[config.mk]
export PLATFORM = sky130hd
export DESIGN_NAME = pll_lock_reset_ctrl_flat
export DESIGN_NICKNAME = d
export VERILOG_FILES = /design/src/rtl/pll_lock_reset_ctrl_if.sv /design/src/rtl/pll_lock_reset_ctrl.sv /design/src/flat_wrapper.sv
export SDC_FILE = /design/constraint.sdc
export NUM_CORES = 1
export LEC_CHECK = 0
export BUFFER_PORTS_ARGS = -buffer_cell sky130_fd_sc_hd__buf_4
export CAP_MARGIN = 20
export CORE_ASPECT_RATIO = 1.25
export CORE_MARGIN = 2
export CORE_UTILIZATION = 40
export DETAILED_ROUTE_END_ITERATION = 10
export PLACE_DENSITY = 0.58
export RECOVER_POWER = 100
export SYNTH_ARGS = -nofsm -noshare
export SYNTH_HDL_FRONTEND = slang
export SYNTH_SLANG_ARGS = --single-unit
[constraint.sdc]
create_clock -name clk -period 2 [get_ports clk]
set_clock_uncertainty 0.15 [all_clocks]
set_input_delay 0.4 -clock clk [delete_from_list [all_inputs] [get_ports clk]]
set_output_delay 0.4 -clock clk [all_outputs]
set_load 0.05 [all_outputs]
[src/rtl/pll_lock_reset_ctrl_if.sv]
// PLL lock/reset handshake: the controller drives the PLL reset and system
// reset; the environment supplies the raw lock pin and the counter clear.
interface pll_lock_reset_ctrl_if #(
    parameter int unsigned CNT_W = 8
);
    logic             pll_locked;
    logic             clear_count;
    logic             pll_rst;
    logic             sys_rst_n;
    logic             ready;
    logic [CNT_W-1:0] loss_count;
    logic [1:0]       state;

    // Controller side
    modport master (
        input  pll_locked,
        input  clear_count,
        output pll_rst,
        output sys_rst_n,
        output ready,
        output loss_count,
        output state
    );

    // Environment side: PLL model, status readers
    modport slave (
        output pll_locked,
        output clear_count,
        input  pll_rst,
        input  sys_rst_n,
        input  ready,
        input  loss_count,
        input  state
    );
endinterface

[src/rtl/pll_lock_reset_ctrl.sv]
// PLL lock qualifier and reset sequencer, clocked from the free-running board
// clock. Pulses the PLL reset, waits for lock (re-arming on timeout), requires
// lock to hold before releasing the system reset, and counts lock losses in RUN.
module pll_lock_reset_ctrl #(
    parameter int unsigned SYNC_STAGES           = 2,
    parameter int unsigned LOCK_STABLE_CYCLES    = 1024,
    parameter int unsigned RELOCK_TIMEOUT_CYCLES = 65536,
    parameter int unsigned PLL_RST_CYCLES        = 16,
    parameter int unsigned CNT_W                 = 8
) (
    input  logic                     clk,
    input  logic                     resetn,
    pll_lock_reset_ctrl_if.master    bus
);

    localparam int unsigned MAX_AB  = (LOCK_STABLE_CYCLES > RELOCK_TIMEOUT_CYCLES)
                                      ? LOCK_STABLE_CYCLES : RELOCK_TIMEOUT_CYCLES;
    localparam int unsigned MAX_CYC = (MAX_AB > PLL_RST_CYCLES) ? MAX_AB : PLL_RST_CYCLES;
    localparam int unsigned TMR_W   = (MAX_CYC > 1) ? $clog2(MAX_CYC) : 1;

    localparam logic [TMR_W-1:0] RST_LAST     = TMR_W'(PLL_RST_CYCLES - 1);
    localparam logic [TMR_W-1:0] TIMEOUT_LAST = TMR_W'(RELOCK_TIMEOUT_CYCLES - 1);
    localparam logic [TMR_W-1:0] STABLE_LAST  = TMR_W'(LOCK_STABLE_CYCLES - 1);
    localparam logic [CNT_W-1:0] LOSS_MAX     = {CNT_W{1'b1}};

    typedef enum logic [1:0] {
        S_RESET_PLL = 2'd0,
        S_WAIT_LOCK = 2'd1,
        S_STABLE    = 2'd2,
        S_RUN       = 2'd3
    } state_t;

    state_t                 state_q, state_d;
    logic [TMR_W-1:0]       cnt_q, cnt_d;
    logic [CNT_W-1:0]       loss_q, loss_d;
    logic [SYNC_STAGES-1:0] sync_q;
    logic                   lock_s;
    logic                   loss_evt;

    // Lock pin synchronizer; lock_s is the oldest stage
    always_ff @(posedge clk or negedge resetn) begin
        if (!resetn) begin
            sync_q <= '0;
        end else begin
            sync_q <= {sync_q[SYNC_STAGES-2:0], bus.pll_locked};
        end
    end

    assign lock_s = sync_q[SYNC_STAGES-1];

    // State, shared cycle counter and loss counter registers
    always_ff @(posedge clk or negedge resetn) begin
        if (!resetn) begin
            state_q <= S_RESET_PLL;
            cnt_q   <= '0;
            loss_q  <= '0;
        end else begin
            state_q <= state_d;
            cnt_q   <= cnt_d;
            loss_q  <= loss_d;
        end
    end

    // Next-state, counter and loss-count logic; counter clears on every transition
    always_comb begin
        state_d  = state_q;
        cnt_d    = cnt_q;
        loss_d   = loss_q;
        loss_evt = 1'b0;

        unique case (state_q)
            S_RESET_PLL: begin
                if (cnt_q == RST_LAST) begin
                    state_d = S_WAIT_LOCK;
                    cnt_d   = '0;
                end else begin
                    cnt_d = cnt_q + TMR_W'(1);
                end
            end
            S_WAIT_LOCK: begin
                // Lock beats the timeout when both happen on the same cycle
                if (lock_s) begin
                    state_d = S_STABLE;
                    cnt_d   = '0;
                end else if (cnt_q == TIMEOUT_LAST) begin
                    state_d = S_RESET_PLL;
                    cnt_d   = '0;
                end else begin
                    cnt_d = cnt_q + TMR_W'(1);
                end
            end
            S_STABLE: begin
                if (!lock_s) begin
                    state_d = S_WAIT_LOCK;
                    cnt_d   = '0;
                end else if (cnt_q == STABLE_LAST) begin
                    state_d = S_RUN;
                    cnt_d   = '0;
                end else begin
                    cnt_d = cnt_q + TMR_W'(1);
                end
            end
            S_RUN: begin
                if (!lock_s) begin
                    state_d  = S_WAIT_LOCK;
                    cnt_d    = '0;
                    loss_evt = 1'b1;
                end
            end
            default: begin
                state_d = S_RESET_PLL;
                cnt_d   = '0;
            end
        endcase

        // A loss coinciding with a clear is kept
        if (bus.clear_count) begin
            loss_d = loss_evt ? CNT_W'(1) : '0;
        end else if (loss_evt && (loss_q != LOSS_MAX)) begin
            loss_d = loss_q + CNT_W'(1);
        end
    end

    // Moore decodes of the state register
    assign bus.pll_rst    = (state_q == S_RESET_PLL);
    assign bus.sys_rst_n  = (state_q == S_RUN);
    assign bus.ready      = (state_q == S_RUN);
    assign bus.state      = 2'(state_q);
    assign bus.loss_count = loss_q;

endmodule
[src/flat_wrapper.sv]
// flat-port wrapper written by rule: the top's interface ports become plain ports
module pll_lock_reset_ctrl_flat 
#(
    parameter int unsigned SYNC_STAGES           = 2,
    parameter int unsigned LOCK_STABLE_CYCLES    = 1024,
    parameter int unsigned RELOCK_TIMEOUT_CYCLES = 65536,
    parameter int unsigned PLL_RST_CYCLES        = 16,
    parameter int unsigned CNT_W                 = 8
)
  (clk, resetn, bus_pll_locked, bus_clear_count, bus_pll_rst, bus_sys_rst_n, bus_ready, bus_loss_count, bus_state);
  pll_lock_reset_ctrl_if #(.CNT_W(CNT_W)) bus_i ();
  input  logic clk;
  input  logic resetn;
  input wire logic [$bits(bus_i.pll_locked)-1:0] bus_pll_locked;
  input wire logic [$bits(bus_i.clear_count)-1:0] bus_clear_count;
  output wire logic [$bits(bus_i.pll_rst)-1:0] bus_pll_rst;
  output wire logic [$bits(bus_i.sys_rst_n)-1:0] bus_sys_rst_n;
  output wire logic [$bits(bus_i.ready)-1:0] bus_ready;
  output wire logic [$bits(bus_i.loss_count)-1:0] bus_loss_count;
  output wire logic [$bits(bus_i.state)-1:0] bus_state;
  assign bus_i.pll_locked = bus_pll_locked;
  assign bus_i.clear_count = bus_clear_count;
  assign bus_pll_rst = bus_i.pll_rst;
  assign bus_sys_rst_n = bus_i.sys_rst_n;
  assign bus_ready = bus_i.ready;
  assign bus_loss_count = bus_i.loss_count;
  assign bus_state = bus_i.state;
  pll_lock_reset_ctrl #(.SYNC_STAGES(SYNC_STAGES), .LOCK_STABLE_CYCLES(LOCK_STABLE_CYCLES), .RELOCK_TIMEOUT_CYCLES(RELOCK_TIMEOUT_CYCLES), .PLL_RST_CYCLES(PLL_RST_CYCLES), .CNT_W(CNT_W)) u_core (.clk(clk), .resetn(resetn), .bus(bus_i));
endmodule
# After elaboration in Yosys (flattened, before gate mapping)
# Index checks and enable logic that the tools add are counted.
# Widths: inputs -> output; s select.
[word_totals] in_bits=4 elab_cells=40 output_inout_bits=13 ff_bits=28
[classes] muxes=19 eq_ne=11 add_sub_neg=2 reduce_logical=4
[op_table] operator="$mux 16" n=6
[op_table] operator="$pmux 16 s4" n=1
[op_table] operator="$add 16x1->16 const B" n=1
[op_table] operator="$eq 16x10->1 const B" n=1
[op_table] operator="$eq 16x16->1 const B" n=1
[op_table] operator="$eq 16x4->1 const B" n=1
[op_table] operator="$mux 8" n=2
[op_table] operator="$mux 2" n=6
[op_table] operator="$add 8x1->8 const B" n=1
[op_table] operator="$ne 8x8->1 const B" n=1
[op_table] operator="$pmux 2 s4" n=1
[op_table] operator="$eq 2x2->1 const B" n=2
[op_table] operator="$reduce_and 4->1" n=1
[op_table] operator="$mux 1" n=3
[op_table] operator="$ne 3x1->1 const B" n=1
[op_table] operator="$ne 3x3->1 const B" n=1
[op_table] operator="$eq 2x1->1 const B" n=1
[op_table] operator="$logic_not 2->1" n=1
[op_table] operator="$ne 2x1->1 const B" n=1
[op_table] operator="$ne 2x2->1 const B" n=1
[op_table] operator="$reduce_bool 2->1" n=1
[op_table] operator="$logic_and 1x1->1" n=1

# Logic depth before layout (Yosys ltp)
# Gate-level depths: netlist (run 1).
[logic_depth] depth_word=5 mapped_depth=7 mapped_depth_nobuf=6

# Least setup slack after synthesis (run 1)
# Ideal clock, no wire load.
[synth_path] path_type="register -> register" from="register u_core.state_q[0] (netlist: u_core.bus.state[0])" to="register u_core.cnt_q[12]" path_stages_with_launch=7 path_slack_ns=-0.598 synth_period_minus_slack_ns=2.598 arrival_time_ns=2.329 path_cell_list="dfrtp_1 -> ha_1 -> nand2_1 -> or4b_2 -> nor2_1 -> xnor2_1 -> nor2_2"
[synth_between] elab_chain_cells=2 elab_cells_between_ends=6
[synth_lines] element="start: declaration" line_no="pll_lock_reset_ctrl.sv:33" rtl="state_t state_q, state_d;"
[synth_lines] element="start signal: assignment" line_no="pll_lock_reset_ctrl.sv:58" rtl="state_q <= state_d;"
[synth_lines] element="$eq 2x2->1 (*)"
[synth_lines] element="net bus_ready" line_no="flat_wrapper.sv:18" rtl="output wire logic [$bits(bus_i.ready)-1:0] bus_ready;"
[synth_lines] element="$pmux 16 s4 / $ne 2x2->1 (equally long branches)"
[synth_lines] element="end signal: assignment" line_no="pll_lock_reset_ctrl.sv:59" rtl="cnt_q <= cnt_d;"
[synth_lines] element="end: declaration" line_no="pll_lock_reset_ctrl.sv:34" rtl="logic [TMR_W-1:0] cnt_q, cnt_d;"
# The timed path passes the listed nets; every way through them passes the cells marked *.
# A chain may end at the register's enable or synchronous reset.

# Worst setup path after layout (run 1)
[layout_path] from="register u_core.cnt_q[11]" to="register u_core.cnt_q[8]"
[layout_between] elab_chain_cells=4 elab_cells_between_ends=9
[layout_lines] element="$eq 16x10->1 / $eq 16x16->1 (equally long branches)" line_no="pll_lock_reset_ctrl.sv:96, pll_lock_reset_ctrl.sv:85"
[layout_lines] element="$mux 16 (on tied branches)" line_no="pll_lock_reset_ctrl.sv:96, pll_lock_reset_ctrl.sv:85"
[layout_lines] element="$mux 16 (on tied branches)" line_no="pll_lock_reset_ctrl.sv:93, pll_lock_reset_ctrl.sv:82"
[layout_lines] element="$pmux 16 s4 (*)" line_no="pll_lock_reset_ctrl.sv:71" rtl="unique case (state_q)"
# Mark *: on every way between the ends. The rest lies on a longest branch, timed or not.

==> results by group, run 1 <==
Global route
  – Global-route wire length before repair: 6030 um
  – Maximum number of pins on one net before global-route repair: 29
  – Antenna violations before repair: 0
  – Vias in the first global route: 1331
  – Global Route Usage Sum: 17.9%
  – Global-route congestion overflow total: 0

Timing
  – Shortest period the worst path allows: 2130 ps
  – Max-slew violation total from the final report: 0
  – Setup-violating endpoint count in the final report: 17
  – Final Cycle Share: 106%
  – Achievable frequency: 471 MHz
  – RSZ-0062 raised after global routing: true
  – Setup Total Neg Slack: -1780 ps
  – Hold violation count in the final report: 0
  – Final setup slack of the worst path: -125 ps
  – Relative max-transition margin: 52.1%
  – Worst-margin pin slew: 719 ps

Place
  – Final Wtd Congestion: 0.757
  – Sum of net half-perimeters after detailed placement: 2530 um
  – Area after detailed placement: 1930 sq um
  – Total of buffers placed on input and output ports: 16

Drt
  – Count of antenna-violating nets left after detailed routing: 0
  – Total number of vias: 1285
  – DR pass1 iterations: 4
  – Initial DRC count: 82
  – Average vias per placed instance: 5.10
  – Post-detailed-route wirelength per cell: 14.2 um
  – DRC viols: 0
  – Wire length after detailed routing: 3580 um

Die
  – I/O pin count: 17
  – Std-Cell Core Area: 3780 sq um
  – Placement Rows: 25
  – Area of the die: 4490 sq um
  – Die outline height: 74.4 um
  – X dimension of the die: 60.3 um
  – Starting Density: 41.9%

Synth
  – Library cell occupying the most area in the post-synthesis netlist: sky130_fd_sc_hd__dfrtp_1
  – Fraction of the yosys area taken by sequential cells: 44.2%
  – Number of warnings reported in the yosys synthesis log: 0
  – Mean instance size in the synthesized netlist: 10.0 sq um
  – Most numerous cell types in the synthesized netlist: sky130_fd_sc_hd__dfrtp_1, sky130_fd_sc_hd__nand2_1, sky130_fd_sc_hd__nor2_1, sky130_fd_sc_hd__nor2_2, sky130_fd_sc_hd__xor2_1
  – Most common cell in the netlist: sky130_fd_sc_hd__dfrtp_1
  – Proportion of netlist area held by the largest area contributor: 44.2%
  – Main area contributors after synthesis: sky130_fd_sc_hd__dfrtp_1, sky130_fd_sc_hd__ha_1, sky130_fd_sc_hd__xor2_1, sky130_fd_sc_hd__nand2_1, sky130_fd_sc_hd__nor2_2
  – Async set-or-reset flop fraction in the synthesized netlist: 100%
  – Flops & latches, synth: 28
  – Post-Syn Instances: 158
  – Total nets after synthesis: 169
  – Synth Cell Area: 1590 sq um
  – Flip-flop cell with the highest count after synthesis: sky130_fd_sc_hd__dfrtp_1
  – Number of synthesized flops with an enable pin: 0
  – Number of unique standard cell types used by synthesis: 39

Setup path
  – Category of the most critical setup path: register to register
  – Terminus of the critical flop-to-flop path: u_core.cnt_q[8]
  – Register-to-Register Setup Slack: -130 ps
  – First element of the critical path: u_core.cnt_q[11]
  – Data arrival time of the critical path: 2140 ps
  – Maximum fanout along the worst path: 8
  – Critical path capture point: u_core.cnt_q[8]
  – Crit Reg-Reg Startpoint: u_core.cnt_q[11]
  – FF-to-FF path depth: 6
  – Worst Setup Start Kind: register
  – Data required time of the critical path: 2020 ps
  – Sort of element at the end of the critical path: register

Layout
  – Total number of nets in the final design: 210
  – Synth-to-Final Area Change: 29.4%
  – Cell area after layout: 2050 sq um
  – Fraction of final layout cells sized beyond drive strength 1: 34.3%
  – Number of inserted diodes: 0

Clock network
  – Root buf cell: sky130_fd_sc_hd__clkbuf_8
  – Clock-pin slew of the registers on the worst-case setup and hold paths: 90 ps
  – Clock latency on the worst-skew pair: 270 ps
  – Level count of the clock H-tree: 1
  – TritonCTS clock tree: yes
  – Clock buffer depth: 2
  – Number of clock sinks seen by CTS: 28
  – Number of clock buffers inserted by TritonCTS: 3

Run status
  – Status: complete, but fails checks
  – Violations in the final reports: setup timing

Min path
  – Worst min-delay path category: input pin to register
  – Hold Path Origin: bus_pll_locked

Run
  – Number of maximum-capacitance constraint violations: 0

Power and ir drop
  – Power density over the cells: 993 nW/um^2
  – Total leakage power: 0.874 nW
  – Max rail drop VDD: 903 uV
[worst min path at each step]
| stage | to | slack, ps | cells after the start |
|---|---|---|---|
| global placement | u_core.bus.loss_count[0] | 190 | 1 |
| floorplan | u_core.bus.loss_count[0] | -50 | 0 |
| global route | u_core.sync_q[0] | 90 | 1 |
| finish | u_core.sync_q[0] | 100 | 1 |
| detailed placement | u_core.bus.loss_count[2] | 190 | 1 |
| CTS | u_core.sync_q[0] | 80 | 1 |
[logic make-up (layout without fill, tap and decap cells)]
family / count (synthesis) / after routing / share of synthesized area [%]
AO/OA/AOI/OAI: 16 / 16 / 7.58
XOR/XNOR: 17 / 17 / 9.39
adder cells (fa/ha/maj): 7 / 7 / 5.52
buffers and inverters: 8 / 48 / 3.08
flip-flops: 28 / 28 / 44.2
multiplexers: 4 / 4 / 2.53
AND/OR/NAND/NOR: 78 / 78 / 27.7
[layout make-up]
cell class,instances,area [sq um]
well taps,54,67.6
repair buffers,40,277
clock buffers,4,55.1
multi-input cells,122,937
fillers,367,1730
flip-flops and latches,28,701
inverters,4,15.0
[stage by stage]
stage / cells / utilization (%) / hold WS [ps] / setup WS (ps) / total power, mW
global placement: 245 / 51.1 / 186 / -56.1 / 1.59
detailed placement: 245 / 51.1 / 189 / -69.6 / 1.62
floorplan: 158 / - / -45.6 / -107 / 1.37
finish: 252 / 54.2 / 103 / -125 / 2.04
CTS: 250 / 53.6 / 77.4 / -71.0 / 2.03
global route: 252 / 54.2 / 89.3 / -186 / 2.17
[where the power goes]
part / total [mW] / switching (mW) / internal [mW] / leakage [nW]
combinational: 0.997 / 0.618 / 0.379 / 0.465
sequential: 0.695 / 0.0717 / 0.623 / 0.381
clock: 0.345 / 0.169 / 0.176 / 0.0288
total: 2.04 / 0.858 / 1.18 / 0.874
[state kept, by name (all words and copies together), names as in the netlist]
register	count
u_core.cnt_q	16
u_core.sync_q	2
u_core.bus.loss_count	8
u_core.bus.state	2
[layout by cell type (no fill, tap or decap), types with 4 or more instances in the layout]
master and instances:
sky130_fd_sc_hd__nand2_1 16, sky130_fd_sc_hd__mux2i_1 4, sky130_fd_sc_hd__xnor2_1 7, sky130_fd_sc_hd__clkbuf_8 4
sky130_fd_sc_hd__buf_4 24, sky130_fd_sc_hd__nand3_1 8, sky130_fd_sc_hd__nor2_1 13, sky130_fd_sc_hd__xor2_1 10
sky130_fd_sc_hd__inv_1 4, sky130_fd_sc_hd__nor2_2 13, sky130_fd_sc_hd__dfrtp_1 28, sky130_fd_sc_hd__ha_1 5
sky130_fd_sc_hd__clkbuf_1 8
[worst max-delay path, cell delays in order, from the launching register on]
cell and delay [ps]:
sky130_fd_sc_hd__dfrtp_1 380, sky130_fd_sc_hd__or4_4 580, sky130_fd_sc_hd__nor4_4 220, sky130_fd_sc_hd__a211oi_2 150, sky130_fd_sc_hd__a211oi_4 290, sky130_fd_sc_hd__buf_6 190, sky130_fd_sc_hd__nor2_1 60
[layer usage]
layer	vias to the layer above	part of all wire (%)	track usage [%]	wire, um
met2	17	57	36.1	2030
met4	0	1.5	4.44	53
met3	4	2.1	2.09	76
li1	624	-	-	-
met5	-	0	0	0
met1	640	40	19.0	1420
[what timing repair did]
item / in CTS / in global routing
pin swaps: 9 / 7
gates resized for setup: 7 / 11
hold buffers: 1 / 0
hold endpoints to repair: 28 / 0
buffers inserted: 0 / 2
setup endpoints to repair: 18 / 20
(Power assumes the default switching activity.)
==> inputs of run 2 (changes only) <==
BUFFER_PORTS_ARGS = -buffer_cell sky130_fd_sc_hd__buf_2   (was -buffer_cell sky130_fd_sc_hd__buf_4)
CORE_UTILIZATION = 45   (was 40)
PLACE_DENSITY = 0.66   (was 0.58)
==> run 2 against run 1 <==
  * Utilization is 2.8 points higher
  * Clock power hardly changed
  * Routed wire length is 1.7% lower
  * Via count is 0.93% lower
  * Critical endpoint is now u_core.cnt_q[7]
  * Count of clock-buffer cells in the layout stayed put
  * Final cell count is 7.1% lower
  * The run ends with capacitance limit, setup timing left
  * Setup slack better by 28 ps
  * Sequential cell count stayed put
  * Hold slack worse by 27 ps
  * Sequential power is 1% lower
  * Highest routed layer unchanged
  * Largest cell class unchanged
==> results by group, run 2 (synthesis results as in run 1) <==
Setup path
  – Crit Reg-Reg Startpoint: u_core.cnt_q[8]
  – Sort of element at the end of the critical path: register
  – Cell with the largest stage delay on the worst path: sky130_fd_sc_hd__or4_4
  – Cell-by-cell listing of the critical path: or4_4 -> nor4_4 -> o21ai_2 -> a211oi_4 -> buf_6 -> nor2_1
  – Data required time of the critical path: 2020 ps (about the same)
  – Terminus of the critical flop-to-flop path: u_core.cnt_q[7]
  – FF-to-FF path depth: 6 (unchanged)
  – Worst Setup Start Kind: register
  – Number of buffers and inverters on the critical path: 1 (unchanged)
  – Crit path max-delay family: simple AND/OR/NAND/NOR gates
  – Category of the most critical setup path: register to register
  – Data arrival time of the critical path: 2120 ps (-20 ps)
  – Maximum fanout along the worst path: 7 (-1)
  – Register-to-Register Setup Slack: -100 ps (+30 ps)
  – Max incr delay on CP: 560 ps (-20 ps)

Drt
  – Initial DRC count: 61 (-26%)
  – DRC viols: 0 (unchanged)
  – Total number of vias: 1273 (-0.93%)
  – Post-detailed-route wirelength per cell: 15.0 um (+5.8%)
  – Average vias per placed instance: 5.44 (+6.7%)
  – Count of antenna-violating nets left after detailed routing: 0 (unchanged)
  – Wire length after detailed routing: 3520 um (-1.7%)
  – DR pass1 iterations: 4 (unchanged)

Timing
  – Hold violation count in the final report: 0 (unchanged)
  – Final setup slack of the worst path: -97.1 ps (+28.2 ps)
  – Achievable frequency: 477 MHz (+1.3%)
  – Shortest period the worst path allows: 2100 ps (-28.2 ps)
  – Max-slew violation total from the final report: 0 (unchanged)
  – Setup-violating endpoint count in the final report: 18 (+1)
  – Relative max-transition margin: 0.871% (-51 points)
  – Final worst hold slack: 75.8 ps (-27.3 ps)
  – Worst-margin pin slew: 1490 ps (+768 ps)
  – RSZ-0062 raised after global routing: true
  – Setup Total Neg Slack: -1500 ps (+283 ps)
  – Final Cycle Share: 105% (-1.4 points)

Min path
  – Hold Path Origin: bus_pll_locked
  – Worst min-delay path category: input pin to register
  – Worst hold stages: 1 (unchanged)
  – End point of the most critical hold path: u_core.sync_q[0]

Global route
  – Global-route congestion overflow total: 0 (unchanged)
  – Vias in the first global route: 1397 (+5.0%)
  – Global-route wire length before repair: 6240 um (+3.4%)
  – Maximum number of pins on one net before global-route repair: 29 (unchanged)
  – Antenna violations before repair: 0 (unchanged)
  – Global Route Usage Sum: 19.6% (+1.7 points)

Layout
  – Synth-to-Final Area Change: 23.0%
  – Number of inserted diodes: 0 (unchanged)
  – Cell area after layout: 1950 sq um (-4.9%)
  – Max reg flops: 16 (unchanged)
  – Commonest non-fill, non-tap cell in the layout: sky130_fd_sc_hd__dfrtp_1
  – Fraction of final layout cells sized beyond drive strength 1: 30.8% (-3.6 points)
  – Register with the highest flop count: u_core.cnt_q
  – Number of cells in the finished layout apart from fillers: 234 (-7.1%)
  – Total number of nets in the final design: 207 (-1.4%)
  – Fillcell total: 325 (-11%)
  – Highest-count cells in the layout ignoring fill and taps: sky130_fd_sc_hd__dfrtp_1, sky130_fd_sc_hd__buf_4, sky130_fd_sc_hd__nand2_1, sky130_fd_sc_hd__nor2_1

Run
  – Number of maximum-capacitance constraint violations: 1 (+1)

Clock network
  – Level count of the clock H-tree: 1 (unchanged)
  – Root buf cell: sky130_fd_sc_hd__clkbuf_8
  – Number of clock sinks seen by CTS: 28 (unchanged)
  – Clock buffer depth: 2 (unchanged)
  – TritonCTS clock tree: yes
  – Hold-fix buffers, CTS: 0 (-1)
  – Number of buffers added for setup after CTS: 0 (unchanged)
  – Number of clock buffers inserted by TritonCTS: 3 (unchanged)
  – Clock latency on the worst-skew pair: 270 ps (about the same)
  – Clock-pin slew of the registers on the worst-case setup and hold paths: 90 ps (about the same)

Die
  – Placement Rows: 24 (-4.0%)
  – Starting Density: 46.3% (+4.4 points)
  – Area of the die: 4020 sq um (-10%)
  – Die outline height: 70.4 um (-5.4%)
  – I/O pin count: 17 (unchanged)
  – Std-Cell Core Area: 3420 sq um (-9.6%)
  – X dimension of the die: 57.1 um (-5.3%)

Power and ir drop
  – Total power: 1.96 mW (-3.8%)
  – Sequential share of power: 35.2% (+1.1 points)
  – Power density over the cells: 1000 nW/um^2 (+1.1%)
  – Power share of the clock group: 17.5% (+0.6 points)
  – Total leakage power: 0.847 nW (-3.1%)
  – Part of the power in combinational logic: 47.3% (-1.6 points)
  – Switching share of power: 42.7% (+0.57 points)
  – Sw Pwr: 836 uW (-2.6%)
  – Design internal power: 1.12 mW (-4.8%)
  – Max rail drop VDD: 720 uV (-20%)

Run status
  – Violations in the final reports: capacitance limit, setup timing
  – Status: complete, but fails checks

Place
  – Final Wtd Congestion: 0.776 (+2.5%)
  – Area after detailed placement: 1870 sq um (-3.0%)
  – Sum of net half-perimeters after detailed placement: 2650 um (+4.6%)
  – Total of buffers placed on input and output ports: 16 (unchanged)
  – Placed Cells: 230 (-6.1%)
## run 2: changes by cell type in the layout (fill, tap and decap cells not counted), sizes merged
cell and change:
clkbuf -1, buf -1, dlygate4sd3 -1
## run 2: layout make-up
class | count | area, sq um | area share, %
Multi-Input combinational cell | 122 | 897 | 46.0
Sequential cell | 28 | 703 | 36.0
Timing Repair Buffer | 37 | 231 | 11.9
Clock buffer | 4 | 55.1 | 2.82
Tap cell | 39 | 48.8 | 2.50
Inverter | 4 | 15.0 | 0.770
## run 2: layer usage
layer / share of wire [%] / track usage (%)
met3: 2.5 / 2.22
met4: 1.7 / 6.46
met1: 37 / 21.1
met2: 58 / 38.2
met5: 0 / 0
## run 2: worst max path at each step
stage          slack [ps]        startpoint                   to  cells past startpoint
2_1_floorplan        -110  u_core.cnt_q[11]     u_core.cnt_q[12]                      6
3_3_place_gp          -60  u_core.cnt_q[11]      u_core.cnt_q[9]                      6
3_5_place_dp         -130  u_core.cnt_q[11]  u_core.bus.state[1]                      6
4_1_cts               -90  u_core.cnt_q[11]      u_core.cnt_q[8]                      6
5_1_grt              -180  u_core.cnt_q[11]      u_core.cnt_q[8]                      6
6_report             -100   u_core.cnt_q[8]      u_core.cnt_q[7]                      6
## run 2: worst register-to-register path, cell delays in order (launching register included)
cell and delay, ps:
sky130_fd_sc_hd__dfrtp_1 400, sky130_fd_sc_hd__or4_4 560, sky130_fd_sc_hd__nor4_4 290, sky130_fd_sc_hd__o21ai_2 140, sky130_fd_sc_hd__a211oi_4 220, sky130_fd_sc_hd__buf_6 180
sky130_fd_sc_hd__nor2_1 50
## run 2: power by group through the flow
stage          registers [mW]  logic, mW  clock network [mW]
4_1_cts                 0.698      0.879               0.353
6_report                0.688      0.926               0.344
2_1_floorplan           0.796      0.574                   0
3_3_place_gp            0.700      0.836                   0
5_1_grt                 0.698       1.00               0.373
3_5_place_dp            0.707      0.867                   0
## run 2: repair_timing
item	CTS	global route
gates cloned	0	0
pin swaps	2	4
resized for setup	6	6
setup endpoints to repair	18	20
## run 2: metrics by stage
step	util (%)	worst slack, ps
floorplan	-	-107
global placement	54.8	-61.0
detailed placement	54.8	-128
CTS	57.1	-86.9
global route	57.0	-180
finish	57.0	-97.1
==> inputs of run 3 (changes only) <==
HOLD_SLACK_MARGIN = 0.1   (was default)
TNS_END_PERCENT = 10   (was default)
==> run 3 against run 2 <==
  * The run ends with setup timing left
  * Total power fell by 1.5%
  * Global-route usage is 1.5 points lower
  * Maximum frequency down 0.57%
  * Combinational power shrank 4.3%
  * Sequential cell count unchanged
  * Sequential power rose by 1%
  * Sequential share of layout area shrank 0.14 points
  * Non-clock buffer count rose by 1
  * Setup slack worse by 12 ps
  * Utilization increased by 0.22 points
==> results by group, run 3 (synthesis results as in run 1) <==
Layout
  – Commonest non-fill, non-tap cell in the layout: sky130_fd_sc_hd__dfrtp_1
  – Highest-count cells in the layout ignoring fill and taps: sky130_fd_sc_hd__dfrtp_1, sky130_fd_sc_hd__buf_4, sky130_fd_sc_hd__nand2_1, sky130_fd_sc_hd__nor2_1, sky130_fd_sc_hd__nor2_2
  – Max reg flops: 16 (unchanged)
  – Total number of nets in the final design: 208 (+0.48%)
  – Fraction of final layout cells sized beyond drive strength 1: 28.6% (-2.2 points)
  – Synth-to-Final Area Change: 23.5%
  – Number of inserted diodes: 0 (unchanged)
  – Final standard cell utilization of the core: 57.2% (+0.22 points)
  – Number of cells in the finished layout apart from fillers: 235 (+0.43%)
  – Fillcell total: 326 (+0.31%)
  – Register with the highest flop count: u_core.cnt_q

Timing
  – Shortest period the worst path allows: 2110 ps (+12.1 ps)
  – Final setup slack of the worst path: -109 ps (-12.1 ps)
  – Achievable frequency: 474 MHz (-0.57%)
  – Final Cycle Share: 105% (+0.61 points)
  – Relative max-transition margin: 54.4% (+54 points)
  – Worst-margin pin slew: 684 ps (-803 ps)
  – Hold violation count in the final report: 0 (unchanged)
  – RSZ-0062 raised after global routing: true
  – Max-slew violation total from the final report: 0 (unchanged)
  – Final worst hold slack: 206 ps (+130 ps)
  – Setup-violating endpoint count in the final report: 17 (-1)

Clock network
  – Clock-pin slew of the registers on the worst-case setup and hold paths: 90 ps (about the same)
  – Clock latency on the worst-skew pair: 270 ps (about the same)
  – Level count of the clock H-tree: 1 (unchanged)
  – Root buf cell: sky130_fd_sc_hd__clkbuf_8
  – Number of buffers added for setup after CTS: 0 (unchanged)
  – TritonCTS clock tree: yes
  – Number of clock sinks seen by CTS: 28 (unchanged)
  – Number of clock buffers inserted by TritonCTS: 3 (unchanged)
  – Clock buffer depth: 2 (unchanged)

Power and ir drop
  – Total leakage power: 0.854 nW (+0.88%)
  – Max rail drop VDD: 776 uV (+7.8%)
  – Power density over the cells: 985 nW/um^2 (-1.9%)

Setup path
  – Cell-by-cell listing of the critical path: or4_4 -> nor4_4 -> a211oi_2 -> a211oi_4 -> buf_12 -> a21oi_1
  – Max incr delay on CP: 580 ps (+20 ps)
  – Cell with the largest stage delay on the worst path: sky130_fd_sc_hd__or4_4
  – Terminus of the critical flop-to-flop path: u_core.cnt_q[1]
  – Data arrival time of the critical path: 2120 ps (about the same)
  – FF-to-FF path depth: 6 (unchanged)
  – Maximum fanout along the worst path: 15 (+8)
  – Worst Setup Start Kind: register
  – Category of the most critical setup path: register to register
  – Data required time of the critical path: 2010 ps (about the same)
  – Sort of element at the end of the critical path: register
  – Crit Reg-Reg Startpoint: u_core.cnt_q[11]
  – Register-to-Register Setup Slack: -110 ps (about the same)

Die
  – Die outline height: 70.4 um (unchanged)
  – I/O pin count: 17 (unchanged)
  – Starting Density: 46.3% (unchanged)
  – Placement Rows: 24 (unchanged)
  – X dimension of the die: 57.1 um (unchanged)
  – Std-Cell Core Area: 3420 sq um (unchanged)
  – Area of the die: 4020 sq um (unchanged)

Global route
  – Global-route wire length before repair: 5800 um (-7.0%)
  – Global-route congestion overflow total: 0 (unchanged)
  – Global Route Usage Sum: 18.1% (-1.5 points)
  – Antenna violations before repair: 0 (unchanged)
  – Maximum number of pins on one net before global-route repair: 29 (unchanged)
  – Vias in the first global route: 1327 (-5.0%)

Drt
  – Post-detailed-route wirelength per cell: 14.0 um (-6.8%)
  – DR pass1 iterations: 4 (unchanged)
  – DRC viols: 0 (unchanged)
  – Count of antenna-violating nets left after detailed routing: 0 (unchanged)
  – Average vias per placed instance: 5.31 (-2.4%)
  – Total number of vias: 1248 (-2.0%)
  – Wire length after detailed routing: 3290 um (-6.4%)
  – Initial DRC count: 45 (-26%)

Min path
  – End point of the most critical hold path: u_core.sync_q[1]
  – Worst hold stages: 0 (-1)
  – Hold Path Origin: u_core.sync_q[0]
  – Worst min-delay path category: register to register

Place
  – Placed Cells: 229 (-0.43%)
  – Sum of net half-perimeters after detailed placement: 2490 um (-5.9%)
  – Dpl ws: -107 ps (+21.7 ps)
  – Final Wtd Congestion: 0.774 (-0.27%)
  – Total of buffers placed on input and output ports: 16 (unchanged)

Run status
  – Status: complete, but fails checks
  – Violations in the final reports: setup timing

Run
  – Number of maximum-capacitance constraint violations: 0 (-1)
## run 3: cell types whose count changed in the layout (fill, tap and decap cells not counted), moves of 2 or more
cell,previous run,this run
sky130_fd_sc_hd__buf_2,5,2
sky130_fd_sc_hd__clkbuf_2,0,3
sky130_fd_sc_hd__a21oi_1,3,5
sky130_fd_sc_hd__a21oi_2,2,0
sky130_fd_sc_hd__buf_6,2,0
sky130_fd_sc_hd__dlygate4sd3_1,0,2
sky130_fd_sc_hd__or4_1,0,2
sky130_fd_sc_hd__or4_4,3,1
## run 3: worst max-delay path by stage
stage,slack (ps),end,cells past startpoint,from
after floorplan,-110,u_core.cnt_q[12],6,u_core.cnt_q[11]
after global placement,-50,u_core.cnt_q[9],6,u_core.cnt_q[11]
after detailed placement,-110,u_core.cnt_q[1],6,u_core.cnt_q[11]
after CTS,-100,u_core.cnt_q[1],6,u_core.cnt_q[11]
after global routing,-170,u_core.cnt_q[1],6,u_core.cnt_q[11]
final,-110,u_core.cnt_q[1],6,u_core.cnt_q[11]
## run 3: where the power goes
part	switching (mW)	internal, mW
Clock	0.170	0.176
Sequential	0.0693	0.627
Combinational	0.568	0.318
## run 3: critical path: cells and delay by family (launching register included)
family,cells,cell delay [ps]
compound gates,3,460
flops,1,390
simple gates,2,810
buf+inv,1,180
## run 3: layout make-up
| class | instances | area, sq um | area share (%) |
|---|---|---|---|
| Timing Repair Buffer | 38 | 253 | 12.9 |
| Tap cell | 39 | 48.8 | 2.49 |
| Sequential cell | 28 | 703 | 35.9 |
| Multi-Input combinational cell | 122 | 883 | 45.1 |
| Clock buffer | 4 | 55.1 | 2.81 |
| Inverter | 4 | 15.0 | 0.767 |
## run 3: what timing repair did
item | CTS | global route
endpoints found under the setup margin | 18 | 20
hold buffers | 2 | 0
cloned | 0 | 0
endpoints found under the hold margin | 29 | 0
pin swaps | 4 | 0
gates resized for setup | 3 | 3
## run 3: metrics by stage
stage	TNS, ps	cell area [sq um]	total power, mW
after detailed placement	-1530	1870	1.60
after floorplan	-1120	1620	1.37
final	-1470	1960	1.93
after global routing	-2470	1960	2.05
after global placement	-765	1870	1.57
after CTS	-1370	1960	1.96
## run 3: layer usage
metal  global-route usage [%]  share of wire, %
met1                     21.2                39
met4                     6.20               1.8
met3                     2.22               2.2
met5                        0                 0
met2                     33.3                57
